===== config.mk =====
export PLATFORM = sky130hd
export DESIGN_NAME = bus_timer
export DESIGN_NICKNAME = d
export VERILOG_FILES = /design/src/rtl/bus_timer_pkg.sv /design/src/rtl/timer_prescaler.sv /design/src/rtl/bus_timer.sv
export SDC_FILE = /design/constraint.sdc
export NUM_CORES = 1
export LEC_CHECK = 0
export BUFFER_PORTS_ARGS = -buffer_cell sky130_fd_sc_hd__clkbuf_2
export CORE_MARGIN = 5
export CORE_UTILIZATION = 30
export CTS_BUF_LIST = sky130_fd_sc_hd__clkbuf_8
export CTS_CLUSTER_DIAMETER = 200
export DETAILED_ROUTE_END_ITERATION = 7
export SLEW_MARGIN = 10
export SYNTH_ARGS = -nofsm -noshare
export SYNTH_HDL_FRONTEND = slang
export SYNTH_HIERARCHICAL = 1
export SYNTH_SLANG_ARGS = --single-unit

===== constraint.sdc =====
create_clock -name clk -period 2.8 [get_ports clk]
set_input_delay 0.42 -clock clk [delete_from_list [all_inputs] [get_ports clk]]
set_output_delay 0.42 -clock clk [all_outputs]
set_load 0.01 [all_outputs]

===== src/rtl/bus_timer_pkg.sv =====
// Shared peripheral definitions for the bus timer: register offsets within
// the 16-byte register window and TCON bit positions.
package bus_timer_pkg;

  // Byte offsets from the timer base address (low nibble of the bus address)
  localparam logic [3:0] TIMER_TH_OFS      = 4'h0;
  localparam logic [3:0] TIMER_TL_OFS      = 4'h4;
  localparam logic [3:0] TIMER_TCON_OFS    = 4'h8;
  localparam logic [3:0] TIMER_SYSTICK_OFS = 4'hC;

  // TCON bit positions
  localparam int TCON_EN = 0;  // counting enable
  localparam int TCON_IE = 1;  // interrupt enable
  localparam int TCON_ST = 2;  // sticky overflow status

  localparam logic [31:0] TL_MAX = 32'hFFFF_FFFF;

endpackage


===== src/rtl/timer_prescaler.sv =====
// Tick generator for the bus timer: divides clk by PRESCALE while enabled.
// tick is combinational from the count so that, with PRESCALE=1, the first
// tick lands on the first edge after the enable is written.
module timer_prescaler #(
  parameter int PRESCALE = 1
) (
  input  logic clk,
  input  logic reset,
  input  logic en,
  output logic tick
);

  localparam int CW = (PRESCALE > 1) ? $clog2(PRESCALE) : 1;
  localparam logic [CW-1:0] LAST = CW'(PRESCALE - 1);

  logic [CW-1:0] cnt;

  assign tick = en && (cnt == LAST);

  // Count 0..PRESCALE-1 while enabled; hold at 0 while disabled
  // NOTE: state registers use non-blocking assignments so every flop samples
  // the pre-edge values of the others, independent of statement order.
  always_ff @(posedge clk or posedge reset) begin
    if (reset) begin
      cnt <= '0;
    end else if (!en || tick) begin
      cnt <= '0;
    end else begin
      cnt <= cnt + 1'b1;
    end
  end

endmodule


===== src/rtl/bus_timer.sv =====
// Memory-mapped interval timer with overflow interrupt and a free-running
// SYSTICK cycle counter. BASE_ADDR must be 16-byte aligned.
// Build option: define BUS_TIMER_SYSTICK_EN to implement SYSTICK at 0x0C;
// otherwise no counter flops exist and 0x0C reads as 0.
module bus_timer
  import bus_timer_pkg::*;
#(
  parameter logic [31:0] BASE_ADDR = 32'h4000_0000,
  parameter int          PRESCALE  = 1
) (
  input  logic        clk,
  input  logic        reset,
  input  logic [31:0] i_addr,
  input  logic        i_wr_en,
  input  logic [31:0] i_wr_data,
  input  logic        i_rd_en,
  output logic [31:0] o_rd_data,
  output logic        o_irq
);

  logic [31:0] th;
  logic [31:0] tl;
  logic        en;
  logic        ie;
  logic        st;
  logic [31:0] systick;
  logic        tick;

  // The window is matched on the upper 28 bits; the low nibble selects a word
  logic win_hit;
  logic wr_th, wr_tl, wr_tcon;
  logic overflow;

  assign win_hit  = (i_addr[31:4] == BASE_ADDR[31:4]);
  assign wr_th    = i_wr_en && win_hit && (i_addr[3:0] == TIMER_TH_OFS);
  assign wr_tl    = i_wr_en && win_hit && (i_addr[3:0] == TIMER_TL_OFS);
  assign wr_tcon  = i_wr_en && win_hit && (i_addr[3:0] == TIMER_TCON_OFS);
  // A TL write in the same cycle as a tick discards that tick entirely
  assign overflow = tick && !wr_tl && (tl == TL_MAX);

  timer_prescaler #(
    .PRESCALE(PRESCALE)
  ) u_prescaler (
    .clk  (clk),
    .reset(reset),
    .en   (en),
    .tick (tick)
  );

  // Reload register; an overflow in the same cycle still reloads the old TH
  always_ff @(posedge clk or posedge reset) begin
    if (reset)      th <= '0;
    else if (wr_th) th <= i_wr_data;
  end

  // Count register: software write wins over a tick
  always_ff @(posedge clk or posedge reset) begin
    if (reset)         tl <= '0;
    else if (wr_tl)    tl <= i_wr_data;
    else if (overflow) tl <= th;
    else if (tick)     tl <= tl + 32'd1;
  end

  // Control/status; hardware overflow beats a software clear of ST
  always_ff @(posedge clk or posedge reset) begin
    if (reset) begin
      en <= 1'b0;
      ie <= 1'b0;
      st <= 1'b0;
    end else begin
      if (wr_tcon) begin
        en <= i_wr_data[TCON_EN];
        ie <= i_wr_data[TCON_IE];
      end
      if (overflow)                           st <= 1'b1;
      else if (wr_tcon && !i_wr_data[TCON_ST]) st <= 1'b0;
    end
  end

  // Registered interrupt request: follows ST & IE one edge later
  always_ff @(posedge clk or posedge reset) begin
    if (reset) o_irq <= 1'b0;
    else       o_irq <= st && ie;
  end

`ifdef BUS_TIMER_SYSTICK_EN
  // Free-running cycle counter, wraps naturally, cleared only by reset
  always_ff @(posedge clk or posedge reset) begin
    if (reset) systick <= '0;
    else       systick <= systick + 32'd1;
  end
`else
  assign systick = '0;
`endif

  // Combinational read mux; zero when not reading or outside the window
  // NOTE: o_rd_data gets a default before the case so no path leaves it
  // unassigned, which would otherwise infer a latch.
  always_comb begin
    o_rd_data = '0;
    if (i_rd_en && win_hit) begin
      case (i_addr[3:0])
        TIMER_TH_OFS:      o_rd_data = th;
        TIMER_TL_OFS:      o_rd_data = tl;
        TIMER_TCON_OFS:    o_rd_data = {29'd0, st, ie, en};
        TIMER_SYSTICK_OFS: o_rd_data = systick;
        default:           o_rd_data = '0;
      endcase
    end
  end

endmodule


After elaboration in Yosys (flattened, before gate mapping)
Cells that the tools add are included.
{"block": "word_totals", "ff_bits": 69, "out_inout_bits": 33}
{"block": "op_classes", "mux": 8, "reduce_logical": 17, "eq_ne": 4, "addsub": 2, "bitwise_logic": 1}
{"cell": "32-bit 2-to-1 mux", "n": 4}
{"cell": "32-bit case mux with 3 select lines", "n": 1}
{"cell": "32-bit by 1-bit adder with 32-bit output, second input constant", "n": 1}
{"cell": "32-bit equality test, second input constant", "n": 1}
{"cell": "28-bit by 27-bit equality test with 1-bit output, second input constant", "n": 1}
{"cell": "1-bit logical AND", "n": 10}
{"cell": "4-bit by 3-bit equality test with 1-bit output, second input constant", "n": 1}
{"cell": "4-bit equality test, second input constant", "n": 1}
{"cell": "4-bit logical NOT", "n": 1}
{"cell": "1-bit logical NOT", "n": 3}
{"cell": "1-bit 2-to-1 mux", "n": 3}
{"cell": "3-bit nonzero test", "n": 1}
{"cell": "2-bit nonzero test", "n": 1}
{"cell": "1-bit adder, second input constant", "n": 1}
{"cell": "1-bit logical OR", "n": 1}
{"cell": "1-bit NOT", "n": 1}

Logic depth before layout (Yosys ltp)
{"block": "logic_depth", "ltp_word": 8, "ltp_mapped": 8, "mapped_depth_nobuf": 6}

Modules after synthesis
The synthesis kept the hierarchy.
{"mod": "bus_timer", "n_inst": 1, "area_each_um2": 4295.4, "cells_each": 464}
{"mod": "timer_prescaler", "n_inst": 1, "area_each_um2": 46.3, "cells_each": 4}

Worst setup path before layout
No wires, ideal clock.
{"block": "synth_timing", "path_type": "input -> register", "from": "input port i_addr[3]", "to": "register th[10]", "path_slack_ns": 0.784, "setup_ns": 0.125, "t_required_ns": 2.675, "path_buffers": 2, "cell_stages": 5, "arrival_ns": 1.892, "path_cell_list": "nor4_1 -> and3_1 -> buf_2 -> buf_2 -> mux2_2"}
{"block": "synth_via", "elab_chain_len": 2}
{"element": "start: declaration", "line": "bus_timer.sv:13", "text": "input logic [31:0] i_addr,"}
{"element": "4-bit logical NOT", "line": "bus_timer.sv:35", "text": "assign wr_th = i_wr_en && win_hit && (i_addr[3:0] == TIMER_TH_OFS);"}
{"element": "1-bit logical AND", "line": "bus_timer.sv:35"}
{"element": "end signal: assignment", "line": "bus_timer.sv:53", "text": "else if (wr_th) th <= i_wr_data;"}
{"element": "end: declaration", "line": "bus_timer.sv:21", "text": "logic [31:0] th;"}
No other way between the ends.
A chain may end at the register's enable or synchronous reset.

Worst setup path in the final report
{"block": "layout_timing", "from": "input port i_addr[13]", "to": "output port o_rd_data[21]"}
{"block": "layout_via", "elab_chain_len": 3}
{"element": "28-bit by 27-bit equality test with 1-bit output", "line": "bus_timer.sv:34", "text": "assign win_hit = (i_addr[31:4] == BASE_ADDR[31:4]);"}
{"element": "1-bit logical AND", "line": "bus_timer.sv:101", "text": "if (i_rd_en && win_hit) begin"}
{"element": "32-bit 2-to-1 mux", "line": "bus_timer.sv:101"}
{"element": "end: declaration", "line": "bus_timer.sv:17", "text": "output logic [31:0] o_rd_data,"}
No other way between the ends.

==> results_dict.tcl <==
set metrics [dict create \
    wl_met3_um 861 \
    avgRoutedWirePerCell_um 18.05 \
    grt_first_pass_wirelength_mm 22.23 \
    largest_fanout_of_any_net_on_the_critical_path 32 \
    clock_sink_count 69 \
    syn-mean-instance-area_um2 9.277 \
    ys_types 54 \
    number_of_remaining_drc_errors 0 \
    cp_cell_sequence "clkbuf_2 > nor4b_1 > nand4_1 > nor2_1 > nand3_1 > buf_4 > nor2_1 > clkbuf_2" \
    place.detailed.instances 737 \
    end_kind "output pin" \
    synthesis.area_um2 4342 \
    filler_cell_count 1482 \
    worstSetupStartpointType "input port" \
    post-route-min-period_ps 2371 \
    die_area_um2 16980 \
    setup_repair_after_global_routing_missed_its_margin "no" \
    hold_depth 3 \
    synth_top_flop_cell "sky130_fd_sc_hd__dfrtp_1" \
    yosys.area_share.simple_pct 23.72 \
    post_synth_inst_count 468 \
    wl_met1_mm 6.195 \
    drv_cap 0 \
    cts_setup_buffers 0 \
    drt-vias-per-instance 5.479 \
    top_post_synthesis_cells_by_area "sky130_fd_sc_hd__dfrtp_1 (40%), sky130_fd_sc_hd__mux2_2 (8.3%), sky130_fd_sc_hd__a22oi_1 (5.0%)" \
    reg2reg_from "tl[19]" \
    synthesis.yosys.warnings 6 \
    initial_utilization_pct 30.22 \
    layout.cell_area.non_filler_um2 5379 \
    antenna_found_initial 0 \
    die_h_um 130.3 \
    drtPass1Iterations 5 \
    wirelength_mm 13.61 \
    ctsResizeCount 0 \
    worst_slew_pin_slew_ps 721.5 \
    io_pins 101 \
    routabilityCongestion 0.8498 \
    first_global_vias 4209 \
    main_combinational_cell_family_by_area_after_synthesis "simple AND/OR/NAND/NOR gates" \
    timing.final.max_slew_violations 0 \
    holdCritPathClass "in2reg" \
    max-clock-path-buffers 2 \
    finalClockSkew_ps 13.24 \
    crit_type "in2out" \
    worst_hold_path.endpoint "tl[20]" \
    min_from "i_wr_data[20]" \
    ys_ff_latch 69 \
    num-nets-final 634 \
    synth_compound_gate_area_share_pct 19.08 \
    static-leakage-power_nw 2.283 \
    cts_buffers 9 \
    synth.largest_area_cell "sky130_fd_sc_hd__dfrtp_1" \
    syn_nets 537 \
    place_hpwl_mm 9.678 \
    layout_worst_path_cycle_share_pct 84.69 \
    coreArea_um2 14370 \
    synthArstFlopShare_pct 100.0 \
    final-setup-viol-count 0 \
    ctsHoldBuffers 1 \
    io_buffer_count 100 \
    met2_length_mm 6.376 \
    clk-insertion-delay-late_ps 360 \
    ir_worst_vdd_v 0.0002128 \
    die-width_um 130.3 \
    placementRows 44 \
    total_power_consumption_mw 2.044 \
    synthesized_area_fraction_occupied_by_adder_cells_pct 0.2882 \
    cts_tree "built" \
    highest_layer "met4" \
    grt_overflow 0 \
    run_status "complete, no violations" \
    synth.area.mux_share_pct 11.30 \
    final_layout_size_suffix_gt1_share_pct 32.28 \
    instances_no_fill 754 \
    rrSetupSlack_ps 480 \
    synth_seq_area_share_pct 39.77 \
    rr_endpoint "tl[4]" \
    vias 4131 \
    detail-route-antenna-nets 0 \
    clkSlewWorstSetupHoldPaths_ps 80 \
    synth_top_cell_area_share_pct 39.77 \
    power_density_nw_per_um2 380.1 \
    setup-tns-final_ps 0 \
    timing.slew.headroom_pct 51.83 \
    postLayoutCoreUtil_pct 37.43 \
    max_clock_freq_mhz 421.7 \
    htree_num_levels 3 \
    detailedRoute.firstIterationViolations 218 \
    slowest_delay_ps 400 \
    final_hold_vio_count 0 \
    cp_data_arrival_time_ps 1950 \
    synthesized_area_fraction_occupied_by_xor_and_xnor_cells_pct 1.412 \
    grtUsageTotal_pct 16.62 \
    layout-area-overhead-vs-synth_pct 23.89 \
    r2r.worst_path.cells 6 \
    place_area_um2 5142 \
    synth_edf_count 0 \
    ctsRootBufferMaster "sky130_fd_sc_hd__clkbuf_8" \
    antenna_cell_count 0 \
    timing.critical_path.slowest_stage_cell "sky130_fd_sc_hd__nor4b_1" \
    grt_start_max_net_pins 41 \
    required_ps 2380 \
]
## logic make-up after synthesis
| family | Yosys count |
|---|---|
| compound gates | 113 |
| xor+xnor | 7 |
| fa+ha+maj | 1 |
| buf+inv | 45 |
| flops | 69 |
| mux | 45 |
| other cells | 1 |
| simple gates | 187 |
## per-layer routing
metal | up-vias | track usage, %
li1 | 1974 | -
met1 | 2004 | 22.26
met2 | 139 | 26.89
met3 | 14 | 4.216
met4 | 0 | 4.156
met5 | - | 0
## layout make-up
cell class	count	area, um^2	share of cell area [%]
multi-input combinational	354	2447	45.50
sequential	69	1727	32.10
timing repair buffer	121	710.7	13.21
tap	184	230.2	4.280
clock buffer	11	151.4	2.815
clock inverter	5	75.07	1.396
inverter	10	37.54	0.6978
## cell usage in the layout, fill, tap and decap left out, types with 7 or more instances in the layout
cell                       netlist  layout
sky130_fd_sc_hd__clkbuf_2        0     100
sky130_fd_sc_hd__dfrtp_1        69      69
sky130_fd_sc_hd__nand2_1        41      41
sky130_fd_sc_hd__nor2_1         40      40
sky130_fd_sc_hd__mux2_2         32      32
sky130_fd_sc_hd__a22oi_1        29      29
sky130_fd_sc_hd__nand3_1        24      24
sky130_fd_sc_hd__nand4_1        18      18
sky130_fd_sc_hd__a21oi_1        18      18
sky130_fd_sc_hd__buf_4           0      16
sky130_fd_sc_hd__o21ai_0        13      13
sky130_fd_sc_hd__mux2i_1        13      13
sky130_fd_sc_hd__inv_1          10      11
sky130_fd_sc_hd__clkbuf_8        0      11
sky130_fd_sc_hd__and4_1         10      10
sky130_fd_sc_hd__nor4_1         10       9
sky130_fd_sc_hd__and3_1          9       9
sky130_fd_sc_hd__o31ai_1         8       8
sky130_fd_sc_hd__o211ai_1        7       7
sky130_fd_sc_hd__o31ai_2         7       7
sky130_fd_sc_hd__and2_1          7       7
## critical path, delay by kind of cell
family,cells,cell delay (ps)
buffers and inverters,3,490
and+or+nand+nor,5,1030
## state kept, by name (all words and copies together) (netlist names)
name	cells
en	1
ie	1
o_irq	1
st	1
th	32
tl	32
u_prescaler/cnt	1
## worst max path at each step
stage | start | to | slack [ps]
global route | i_addr[13] | o_rd_data[17] | 200
floorplan | reset | en | 670
finish | i_addr[13] | o_rd_data[21] | 430
CTS | i_addr[13] | o_rd_data[15] | 380
global placement | i_addr[13] | o_rd_data[15] | 520
detailed placement | i_addr[13] | o_rd_data[15] | 400
## cells in the mapped netlist, drive strengths merged (2+ instances only)
cell type / count
a211oi: 4
a21oi: 18
a222oi: 3
a22oi: 29
a2bb2oi: 2
a311oi: 3
a31oi: 4
a41o: 2
a41oi: 2
and2: 7
and3: 9
and4: 10
buf: 12
clkbuf: 23
dfrtp: 69
inv: 10
mux2: 32
mux2i: 13
nand2: 41
nand3: 25
nand4: 20
nor2: 40
nor2b: 5
nor3: 5
nor4: 12
nor4b: 5
o2111ai: 2
o211ai: 7
o21ai: 14
o311ai: 2
o31ai: 15
or4: 6
xnor2: 5
xor2: 2
## per-stage QoR
step                hold WS, ps  setup slack (ps)
global placement          265.2             515.8
global route              272.8             196.7
floorplan                 148.7             668.5
detailed placement        271.0             399.8
CTS                       250.0             382.8
finish                    273.8             428.6
## where the power goes
part	switching (mW)	leakage (nW)	internal (mW)	total [mW]
sequential	0.000648	0.842	0.997	0.997
combinational	0.0617	1.32	0.0481	0.110
clock	0.393	0.118	0.544	0.937
(Power assumes the default switching activity.)
